**src/rtl/calc_pkg.sv**
```systemverilog
// ---------------------------------------------------------------------------
// calc_pkg
// Shared constants and types for the calculator display feeder.
//   NDIG      number of BCD display digits written per result
//   WIDTH     width of the binary calculator result
//   MAX_VAL   largest value that fits in NDIG decimal digits
//   POS_IDLE  display index meaning "no write"
//   DIG_IDLE  digit driven whenever no write is in progress
//   state_t   feeder FSM states
// ---------------------------------------------------------------------------
package calc_pkg;

    localparam int NDIG    = 8;
    localparam int WIDTH   = 27;
    localparam int MAX_VAL = 99_999_999;

    localparam logic [3:0] POS_IDLE = 4'hF;
    localparam logic [3:0] DIG_IDLE = 4'hF;

    typedef enum logic [1:0] {
        IDLE    = 2'd0,
        CONVERT = 2'd1,
        WRITE   = 2'd2,
        FINISH  = 2'd3
    } state_t;

endpackage

```
**src/rtl/dd_step.sv**
```systemverilog
// ---------------------------------------------------------------------------
// dd_step
// One combinational double-dabble iteration: every BCD nibble that is >= 5
// gets 3 added, then the {bcd, bin} pair is shifted left by one bit so the
// MSB of the binary remainder enters BCD nibble 0.
// Ports:
//   bcd_i  [NDIG*4-1:0]  BCD accumulator before the step
//   bin_i  [WIDTH-1:0]   binary bits still to be shifted in
//   bcd_o  [NDIG*4-1:0]  BCD accumulator after the step
//   bin_o  [WIDTH-1:0]   binary remainder after the step
// ---------------------------------------------------------------------------
module dd_step #(
    parameter int NDIG  = calc_pkg::NDIG,
    parameter int WIDTH = calc_pkg::WIDTH
) (
    input  logic [NDIG*4-1:0] bcd_i,
    input  logic [WIDTH-1:0]  bin_i,
    output logic [NDIG*4-1:0] bcd_o,
    output logic [WIDTH-1:0]  bin_o
);

    logic [NDIG*4-1:0]       adj;
    logic [NDIG*4+WIDTH-1:0] shifted;

    always_comb begin
        adj = bcd_i;
        for (int i = 0; i < NDIG; i++) begin
            if (bcd_i[i*4 +: 4] >= 4'd5) begin
                adj[i*4 +: 4] = bcd_i[i*4 +: 4] + 4'd3;
            end
        end
    end

    // The top BCD bit falls off the end; it is always zero for in-range values.
    always_comb begin
        shifted = {adj, bin_i} << 1;
    end

    assign bcd_o = shifted[NDIG*4+WIDTH-1:WIDTH];
    assign bin_o = shifted[WIDTH-1:0];

endmodule

```
**src/rtl/disp_feeder.sv**
```systemverilog
// ---------------------------------------------------------------------------
// disp_feeder
// Converts an unsigned calculator result to BCD (one double-dabble step per
// cycle) and then presents the digits, least significant first, one per
// cycle to a display controller that writes dig into pos when pos < 8.
// Results above MAX_VAL are flagged and shown as all nines.
// Ports:
//   clock      rising-edge clock
//   reset      asynchronous active-low reset
//   value      [WIDTH-1:0] result, sampled when start is accepted
//   start      one-cycle request; accepted in IDLE and in FINISH only
//   busy       conversion or write sequence in progress
//   done       one-cycle pulse in the FINISH cycle
//   overflow   last accepted value exceeded MAX_VAL (held until next start)
//   dig        [3:0] BCD digit for the display controller (15 when idle)
//   pos        [3:0] display index 0..NDIG-1, or 15 for "no write"
//   dbg_state  current FSM state
// Timing for a start sampled at edge k: CONVERT during cycles k+1..k+WIDTH,
// WRITE beat i during cycle k+WIDTH+1+i, FINISH (done) right after.
// All outputs come straight from flops; their next values are computed
// together with the next state.
// ---------------------------------------------------------------------------
module disp_feeder #(
    parameter int WIDTH = calc_pkg::WIDTH,
    parameter int NDIG  = calc_pkg::NDIG
) (
    input  logic             clock,
    input  logic             reset,
    input  logic [WIDTH-1:0] value,
    input  logic             start,
    output logic             busy,
    output logic             done,
    output logic             overflow,
    output logic [3:0]       dig,
    output logic [3:0]       pos,
    output calc_pkg::state_t dbg_state
);

    import calc_pkg::*;

    localparam int              CW    = $clog2(WIDTH + 1);
    localparam logic [WIDTH-1:0] MAX_W = WIDTH'(MAX_VAL);

    state_t             state_q, state_d;
    logic [WIDTH-1:0]   bin_q, bin_d;
    logic [NDIG*4-1:0]  bcd_q, bcd_d;
    logic [CW-1:0]      cnt_q, cnt_d;
    logic [3:0]         beat_q, beat_d;
    logic               busy_q, busy_d;
    logic               done_q, done_d;
    logic               ovf_q, ovf_d;
    logic [3:0]         dig_q, dig_d;
    logic [3:0]         pos_q, pos_d;

    logic [NDIG*4-1:0]  step_bcd;
    logic [WIDTH-1:0]   step_bin;
    logic [3:0]         next_beat;
    logic               val_ovf;

    dd_step #(
        .NDIG  (NDIG),
        .WIDTH (WIDTH)
    ) u_dd_step (
        .bcd_i (bcd_q),
        .bin_i (bin_q),
        .bcd_o (step_bcd),
        .bin_o (step_bin)
    );

    assign next_beat = beat_q + 4'd1;
    assign val_ovf   = (value > MAX_W);

    always_comb begin
        state_d = state_q;
        bin_d   = bin_q;
        bcd_d   = bcd_q;
        cnt_d   = cnt_q;
        beat_d  = beat_q;
        ovf_d   = ovf_q;
        busy_d  = 1'b0;
        done_d  = 1'b0;
        pos_d   = POS_IDLE;
        dig_d   = DIG_IDLE;

        case (state_q)
            IDLE, FINISH: begin
                // FINISH accepts start too, so sequences can run back to back.
                if (start) begin
                    state_d = CONVERT;
                    ovf_d   = val_ovf;
                    bin_d   = val_ovf ? MAX_W : value;
                    bcd_d   = '0;
                    cnt_d   = '0;
                    busy_d  = 1'b1;
                end else begin
                    state_d = IDLE;
                end
            end

            CONVERT: begin
                busy_d = 1'b1;
                bin_d  = step_bin;
                bcd_d  = step_bcd;
                cnt_d  = cnt_q + CW'(1);
                if (cnt_q == CW'(WIDTH - 1)) begin
                    // Last shift: the fresh BCD result feeds beat 0 directly.
                    state_d = WRITE;
                    beat_d  = 4'd0;
                    pos_d   = 4'd0;
                    dig_d   = step_bcd[3:0];
                end
            end

            WRITE: begin
                if (beat_q == 4'(NDIG - 1)) begin
                    state_d = FINISH;
                    done_d  = 1'b1;
                end else begin
                    busy_d = 1'b1;
                    beat_d = next_beat;
                    pos_d  = next_beat;
                    dig_d  = bcd_q[next_beat*4 +: 4];
                end
            end

            default: begin
                state_d = IDLE;
            end
        endcase
    end

    always_ff @(posedge clock or negedge reset) begin
        if (!reset) begin
            state_q <= IDLE;
            bin_q   <= '0;
            bcd_q   <= '0;
            cnt_q   <= '0;
            beat_q  <= '0;
            busy_q  <= 1'b0;
            done_q  <= 1'b0;
            ovf_q   <= 1'b0;
            dig_q   <= DIG_IDLE;
            pos_q   <= POS_IDLE;
        end else begin
            state_q <= state_d;
            bin_q   <= bin_d;
            bcd_q   <= bcd_d;
            cnt_q   <= cnt_d;
            beat_q  <= beat_d;
            busy_q  <= busy_d;
            done_q  <= done_d;
            ovf_q   <= ovf_d;
            dig_q   <= dig_d;
            pos_q   <= pos_d;
        end
    end

    assign busy      = busy_q;
    assign done      = done_q;
    assign overflow  = ovf_q;
    assign dig       = dig_q;
    assign pos       = pos_q;
    assign dbg_state = state_q;

endmodule

```
**config.mk**
```make
export PLATFORM = sky130hd
export DESIGN_NAME = disp_feeder
export DESIGN_NICKNAME = d
export VERILOG_FILES = /design/src/rtl/calc_pkg.sv /design/src/rtl/dd_step.sv /design/src/rtl/disp_feeder.sv
export SDC_FILE = /design/constraint.sdc
export NUM_CORES = 1
export LEC_CHECK = 0
export ABC_AREA = 1
export BUFFER_PORTS_ARGS = -buffer_cell sky130_fd_sc_hd__buf_2
export CORE_ASPECT_RATIO = 1.5
export CORE_MARGIN = 2
export CORE_UTILIZATION = 45
export CTS_CLUSTER_SIZE = 10
export DETAILED_ROUTE_END_ITERATION = 7
export PLACE_DENSITY = 0.66
export SLEW_MARGIN = 20
export SYNTH_ARGS = -nofsm -noshare
export SYNTH_HDL_FRONTEND = slang
export SYNTH_HIERARCHICAL = 1
export SYNTH_SLANG_ARGS = --single-unit
```
**constraint.sdc**
```tcl
create_clock -name clock -period 3.85 [get_ports clock]
set_input_delay 0.77 -clock clock [delete_from_list [all_inputs] [get_ports clock]]
set_output_delay 0.77 -clock clock [all_outputs]
set_load 0.005 [all_outputs]
```
==> results of run 1 <==
cells in the final DEF, fill, tap and decap left out, types with 2 or more instances in the layout:
| master | instances |
|---|---|
| nand2_1 | 190 |
| nor2_1 | 101 |
| inv_1 | 73 |
| dfrtp_1 | 73 |
| o21ai_0 | 70 |
| buf_2 | 41 |
| a21oi_1 | 37 |
| nand3_1 | 36 |
| ha_1 | 20 |
| nand2_2 | 14 |
| a21oi_2 | 13 |
| o21ai_2 | 10 |
| nor2_4 | 10 |
| clkbuf_16 | 9 |
| dfstp_2 | 8 |
| inv_2 | 7 |
| o21a_1 | 4 |
| nor3_1 | 3 |
| nor2_2 | 3 |
| nand4_1 | 3 |
| buf_4 | 3 |
| o211ai_1 | 2 |
| xor2_1 | 2 |
| o21ai_1 | 2 |
| nor3_2 | 2 |
| nand3_2 | 2 |
| bufinv_16 | 2 |
| clkinvlp_4 | 2 |
flip-flops by register name (all words and copies together), names as in the netlist:
signal / flops
bin_q: 27
cnt_q: 5
overflow: 1
dig: 4
pos: 4
beat_q: 4
busy: 1
bcd_q: 32
dbg_state: 2
done: 1
report_power, final:
| part | switching, mW | total, mW | internal [mW] |
|---|---|---|---|
| clock | 0.338 | 0.922 | 0.584 |
| sequential | 0.143 | 1.30 | 1.16 |
| combinational | 1.35 | 1.98 | 0.632 |
per-stage QoR:
stage	total power, mW	cell area (µm²)	hold WS [ns]	utilization, %	std cells
floorplan	3.090	5436	0.4500	-	754
global placement	3.251	5492	0.4626	46.17	894
detailed placement	3.300	5492	0.4679	46.17	894
CTS	4.242	5814	0.4826	48.88	910
global route	4.580	5818	0.5012	48.92	910
finish	4.200	5818	0.4655	48.92	910
kinds of logic after synthesis:
logic type	after synthesis	share of synthesized area [%]
flip-flops	81	37.47
XOR/XNOR	2	0.3223
adder cells (fa/ha/maj)	21	4.833
AND/OR/NAND/NOR	367	29.34
buffers and inverters	138	12.54
other	1	0.06898
AO/OA/AOI/OAI	144	15.42
final cells by class:
type                       instances  area share [%]
clock buffer                      11           4.172
clock inverter                     5           1.376
inverter                          80           5.161
multi-input combinational        535           46.88
sequential                        81           35.01
tap                              153           3.290
timing repair buffer              45           4.108
Yosys cell counts (all sizes together):
cell type / number / area [µm²]
a211oi: 1 / 7.510
a21boi: 1 / 7.510
a21oi: 51 / 307.8
a31o: 1 / 8.760
and3: 1 / 6.260
buf: 45 / 332.8
clkbuf: 13 / 48.80
conb: 1 / 3.750
dfrtp: 73 / 1827
dfstp: 8 / 210.2
ha: 21 / 262.8
inv: 80 / 300.3
nand2: 205 / 812.0
nand3: 38 / 200.2
nand4: 3 / 18.77
nor2: 114 / 510.5
nor3: 5 / 35.03
nor3b: 1 / 12.51
o211ai: 2 / 15.01
o21a: 4 / 30.03
o21ai: 82 / 447.9
o22ai: 1 / 6.260
o31ai: 1 / 7.510
xor2: 2 / 17.52
worst max-delay path by stage:
stage | startpoint | end | slack [ns]
2_1_floorplan | value[9] | bin_q[13] | 2.16
3_3_place_gp | start | bin_q[8] | 1.56
3_5_place_dp | dbg_state[1] | bin_q[16] | 1.51
4_1_cts | dbg_state[1] | bin_q[16] | 1.51
5_1_grt | dbg_state[1] | bin_q[23] | 1.28
6_report | dbg_state[1] | bin_q[16] | 1.53
routing by layer:
metal / global-route usage (%) / part of all wire (%)
met1: 22.05 / 42
met2: 31.02 / 52
met3: 2.663 / 2.9
met4: 11.29 / 3.8
met5: 0 / 0
==> key figures, run 1 <==
STA
  – Fin Setup TNS: 0 ns
  – RSZ-0062 raised after global routing: false
  – Max-slew violations: 0
  – Final Hold Fails: 0
  – Max transition margin: between 40% and 50%
  – Final setup fails: 0
  – Period minus WS final: about 2.3 ns
  – Worst-Margin Slew: 0.8162 ns
  – Highest Clock Rate: 430.6 MHz
  – Final period util: 60.32%
  – Worst Clk Skew: 0.009643 ns
  – Final setup margin: approximately 1.5 ns

Setup path
  – Crit path largest cell delay: 0.59 ns
  – Crit path max fanout: 70
  – Top cell family by delay on the critical path: buffers and inverters
  – Critical path depth: 8
  – Type of the worst setup path: reg -> reg
  – Req. time, crit path: 4.09 ns
  – WP data arrival: roughly 2.6 ns
  – FF-to-FF setup slack: ~1.5 ns
  – Max stage delay cell, worst path: buf_4
  – Critical path buffer and inverter count: 3
  – CP Capture Type: flop
  – Crit Reg-Reg Endpoint: bin_q[16]
  – Reg-to-reg startpoint: dbg_state[1]
  – CP Launch Type: flop
  – FF-to-FF path depth: 8
  – Critical path, cell by cell: inv_1 > ha_2 > buf_4 > inv_1 > nor2_1 > nor2_1 > nand2_1 > nand2_1

Routing
  – Drc violations: 0
  – Post-Route WL: 11,190 µm
  – Drt wl/cell: 12.30 µm
  – Drt first pass iters: 4
  – Vias per cell: approximately 5.0
  – Total number of vias: 4,571
  – ANT nets after route: 0
  – Iteration-0 DRC Markers: 235

CTS
  – Clock root buffer: clkbuf_16
  – TritonCTS Buffers: 9
  – # Post-CTS Setup Buffers: 0
  – TritonCTS clock tree: built
  – Reg clk slew, reported paths: 0.06 ns
  – Clock sink count: 81
  – Clk buf depth: 2
  – Post-CTS sizing: 0
  – Worst skew pair latency: around 0.35 ns
  – Hold Buf Count CTS: 0
  – H-Tree Depth: 3

Logic synthesis
  – Post-synthesis cell type count: 38
  – Post-Syn Instances: 754
  – Syn. warnings: 6
  – Synth Cell Area: 5436 µm²
  – #FFs+latches synth: around 80
  – Synthesized Nets: 805
  – Post-synthesis sequential area ratio: 37.47%
  – Syn Area/Cell: 7.210 µm²

Final layout
  – Fillcell total: 1,187
  – Reg area: 2037 µm²
  – Number of nets in the layout: between 800 and 900
  – Share of cells above drive strength 1: roughly 18%
  – Diode count: 0
  – Footprint of the multi-input gates: about 2700 µm²
  – Syn-to-layout area delta: 7.020%

Placed design
  – GPL Wtd Cong: 0.9311
  – DP Worst Slack: 1.505 ns
  – Dpl hpwl: around 8000 µm
  – Port Buffers: 42

GRT
  – Tot GR Track Use: 18.51%
  – First-pass GRT wire length: 19,470 µm
  – Grt ovf: 0
  – Initial antenna violation count: 0
  – Pin count of the biggest net entering global routing: 85
  – Vias in the first global route: 4,353

Die
  – Die width: 93.75 µm
  – Die Y: 138.6 µm
  – Initial core utilization: 45.71%
  – Core footprint: 11,890 µm²
  – Cell Rows: between 40 and 50
  – Die Area: between 10,000 and 15,000 µm²
  – I/O pin count: 43

Power
  – Lkg Pwr: 2.711 nW
  – PD cells: 721.8 nW/µm²
  – Worst vdd ir: approximately 0.5 mV

Outcome
  – Outcome: finished, final reports clean

Hold path
  – Hold Path Class: in -> async

Run
  – Max Cap Viol: 0
Power figures use the tool's default switching activity.
==> run 2: changes to the inputs <==
Settings changed: ABC_AREA 1 to 0, PLACE_DENSITY 0.66 to 0.68.
Clock period 3.85 ns to 1.9 ns, I/O delays scaled along.
==> key figures, run 2 <==
STA
  – Final period util: 92.36%
  – Final Hold Fails: 0
  – Hold_ws: ~0.0012 ns
  – Worst-Margin Slew: 0.5373 ns
  – Worst Clk Skew: just over 0.008 ns
  – Highest Clock Rate: 569.8 MHz
  – Final setup fails: 0
  – Max transition margin: 64.18%
  – Period minus WS final: approximately 1.8 ns
  – RSZ-0062 raised after global routing: false
  – Fin Setup TNS: 0 ns
  – Max-slew violations: 0

Final layout
  – Commonest non-fill, non-tap cell in the layout: nand2_1
  – Footprint of the multi-input gates: 2594 µm²
  – Diode count: 0
  – Fillcell total: 1,035
  – Share of cells above drive strength 1: 19.56%
  – Syn-to-layout area delta: 13.02%
  – Largest reg by FF count: bcd_q
  – Number of nets in the layout: 639
  – Most frequent cells in the layout: 129 x nand2_1, 73 x dfrtp_1, 44 x o21ai_0
  – Reg area: 2037 µm²
  – Largest register FFs: 32
  – Top flop regs: bcd_q x32, bin_q x27, cnt_q x5
  – Fin cells: 740

Setup path
  – Req. time, crit path: 2.12 ns
  – WP data arrival: 1.97 ns
  – Crit path max fanout: 36
  – FF-to-FF setup slack: about 0.15 ns
  – Worst Setup SP: dbg_state[1]
  – Reg-to-reg startpoint: dbg_state[1]
  – CP Launch Type: flop
  – Type of the worst setup path: reg -> reg
  – Crit Reg-Reg Endpoint: bin_q[25]
  – CP Capture Type: flop
  – FF-to-FF path depth: 7
  – CP endpoint: bin_q[25]

Routing
  – ANT nets after route: 0
  – Drt wl/cell: approximately 14 µm
  – Iteration-0 DRC Markers: 171
  – Drc violations: 0
  – Vias per cell: 5.401
  – Total number of vias: 3,997
  – Post-Route WL: 10,600 µm
  – Drt first pass iters: 4

Logic synthesis
  – Post-Syn Instances: 570
  – Synth Cell Area: 5037 µm²
  – Syn Area/Cell: ~9 µm²
  – Prevailing post-synth register cell: dfrtp_1
  – Top cells by area, synth: dfrtp_1 36%, nand2_1 9.6%, ha_1 5.2%
  – Count leader, synth: nand2_1
  – #FFs+latches synth: 81
  – Most frequent cells after synthesis: 129 x nand2_1, 73 x dfrtp_1, 44 x o21ai_0, 37 x nand3_1, 31 x buf_4
  – Cell taking the most area after synthesis: dfrtp_1
  – EDFF count, synth: 0
  – Syn. warnings: 6
  – Share of the synthesized area in the top cell type: 36.26%
  – Post-synthesis sequential area ratio: 40.44%
  – Synthesized Nets: ~620
  – Post-synth ARST share: 100.0%
  – Post-synthesis cell type count: 54

Die
  – Core footprint: 11,000 µm²
  – Die width: 90.39 µm
  – Initial core utilization: a little under half
  – I/O pin count: 43
  – Die Area: roughly 12,000 µm²
  – Cell Rows: 47
  – Die Y: 133.6 µm

CTS
  – Hold Buf Count CTS: 0
  – Worst skew pair latency: 0.34 ns
  – TritonCTS Buffers: 9
  – Reg clk slew, reported paths: 0.06 ns
  – H-Tree Depth: 3
  – TritonCTS clock tree: built
  – Clk buf depth: 2
  – Clock sink count: 81
  – Clock root buffer: clkbuf_16

Power
  – Lkg Pwr: about 2.6 nW
  – PD cells: ~1400 nW/µm²
  – Worst vdd ir: 0.9005 mV
  – Total power: between 8 and 9 mW

GRT
  – Grt ovf: 0
  – Tot GR Track Use: 17.96%
  – First-pass GRT wire length: 17,770 µm
  – Pin count of the biggest net entering global routing: 37
  – Initial antenna violation count: 0
  – Vias in the first global route: 3,887

Placed design
  – Dpl cells: 721
  – Dpl hpwl: 7316 µm
  – Port Buffers: 42
  – GPL Wtd Cong: about 0.77

Hold path
  – Hold Path Class: in -> async

Outcome
  – Outcome: finished, final reports clean

Run
  – Max Cap Viol: 0
-- run 2: changes by cell type in the layout (fill, tap and decap cells not counted), sizes merged, moves of 9 or more --
cell	before	now
a31oi	0	9
buf	45	63
mux2i	0	15
inv	80	22
nor2	114	27
nand2b	0	16
nand2	205	129
a21oi	51	18
o21ai	82	51
-- run 2: report_power, final --
part | switching [mW] | internal (mW)
Combinational | 2.20 | 1.61
Clock | 0.693 | 1.22
Sequential | 0.231 | 2.29
-- run 2: worst min path at each step --
stage           from         to  slack, ns  depth (start not counted)
2_1_floorplan  reset   bcd_q[0]       0.08                          0
3_3_place_gp   reset  bcd_q[22]       0.38                          1
3_5_place_dp   reset  bcd_q[18]       0.38                          1
4_1_cts        reset   bcd_q[5]       0.02                          1
5_1_grt        reset   bcd_q[5]       0.03                          1
6_report       reset   bcd_q[5]      0.001                          1
-- run 2: kinds of logic (layout without fill, tap and decap cells) --
kind of cell             count (synthesis)  in the layout  share of synthesized area (%)
AO/OA/AOI/OAI                          120            120                          16.02
XOR/XNOR                                10             10                          1.739
adder cells (fa/ha/maj)                 21             21                          5.216
buffers and inverters                   81            103                          8.967
flip-flops                              81             81                          40.44
multiplexers                            24             25                          6.930
other                                    1              1                        0.07444
AND/OR/NAND/NOR                        232            232                          20.62
-- run 2: layer usage --
| metal | vias up | global-route usage [%] | wire length [µm] |
|---|---|---|---|
| li1 | 1972 | - | - |
| met1 | 1936 | 20.98 | 4508 |
| met2 | 76 | 32.62 | 5547 |
| met3 | 13 | 3.450 | 313 |
| met4 | 0 | 6.581 | 226 |
| met5 | - | 0 | 0 |
-- run 2: what timing repair did --
| item | CTS | global route |
|---|---|---|
| setup endpoints to repair | 0 | 14 |
| resized for setup | 0 | 6 |
| setup buffers | 0 | 1 |
-- run 2: critical path: stages, from the launching register on --
cell      delay, ns
dfrtp_1        0.42
inv_1          0.12
ha_4           0.25
buf_12         0.23
buf_6          0.22
nor2_1         0.07
a221oi_1       0.23
nor2_1         0.07
-- run 2: cell type report --
type,count,area share [%]
clock buffer,11,4.440
inverter,23,1.582
timing repair inverter,1,0.08791
clock inverter,5,1.363
sequential,81,35.78
multi-input combinational,409,45.56
timing repair buffer,63,7.956
tap,147,3.231
-- run 2: per-stage QoR --
stage | setup slack, ns | instance area (µm²) | utilization [%]
2_1_floorplan | 0.1013 | 5037 | -
3_3_place_gp | 0.1001 | 5305 | 48.24
3_5_place_dp | 0.02958 | 5305 | 48.24
4_1_cts | 0.003943 | 5635 | 51.25
5_1_grt | 0.03116 | 5693 | 51.77
6_report | 0.1451 | 5693 | 51.77
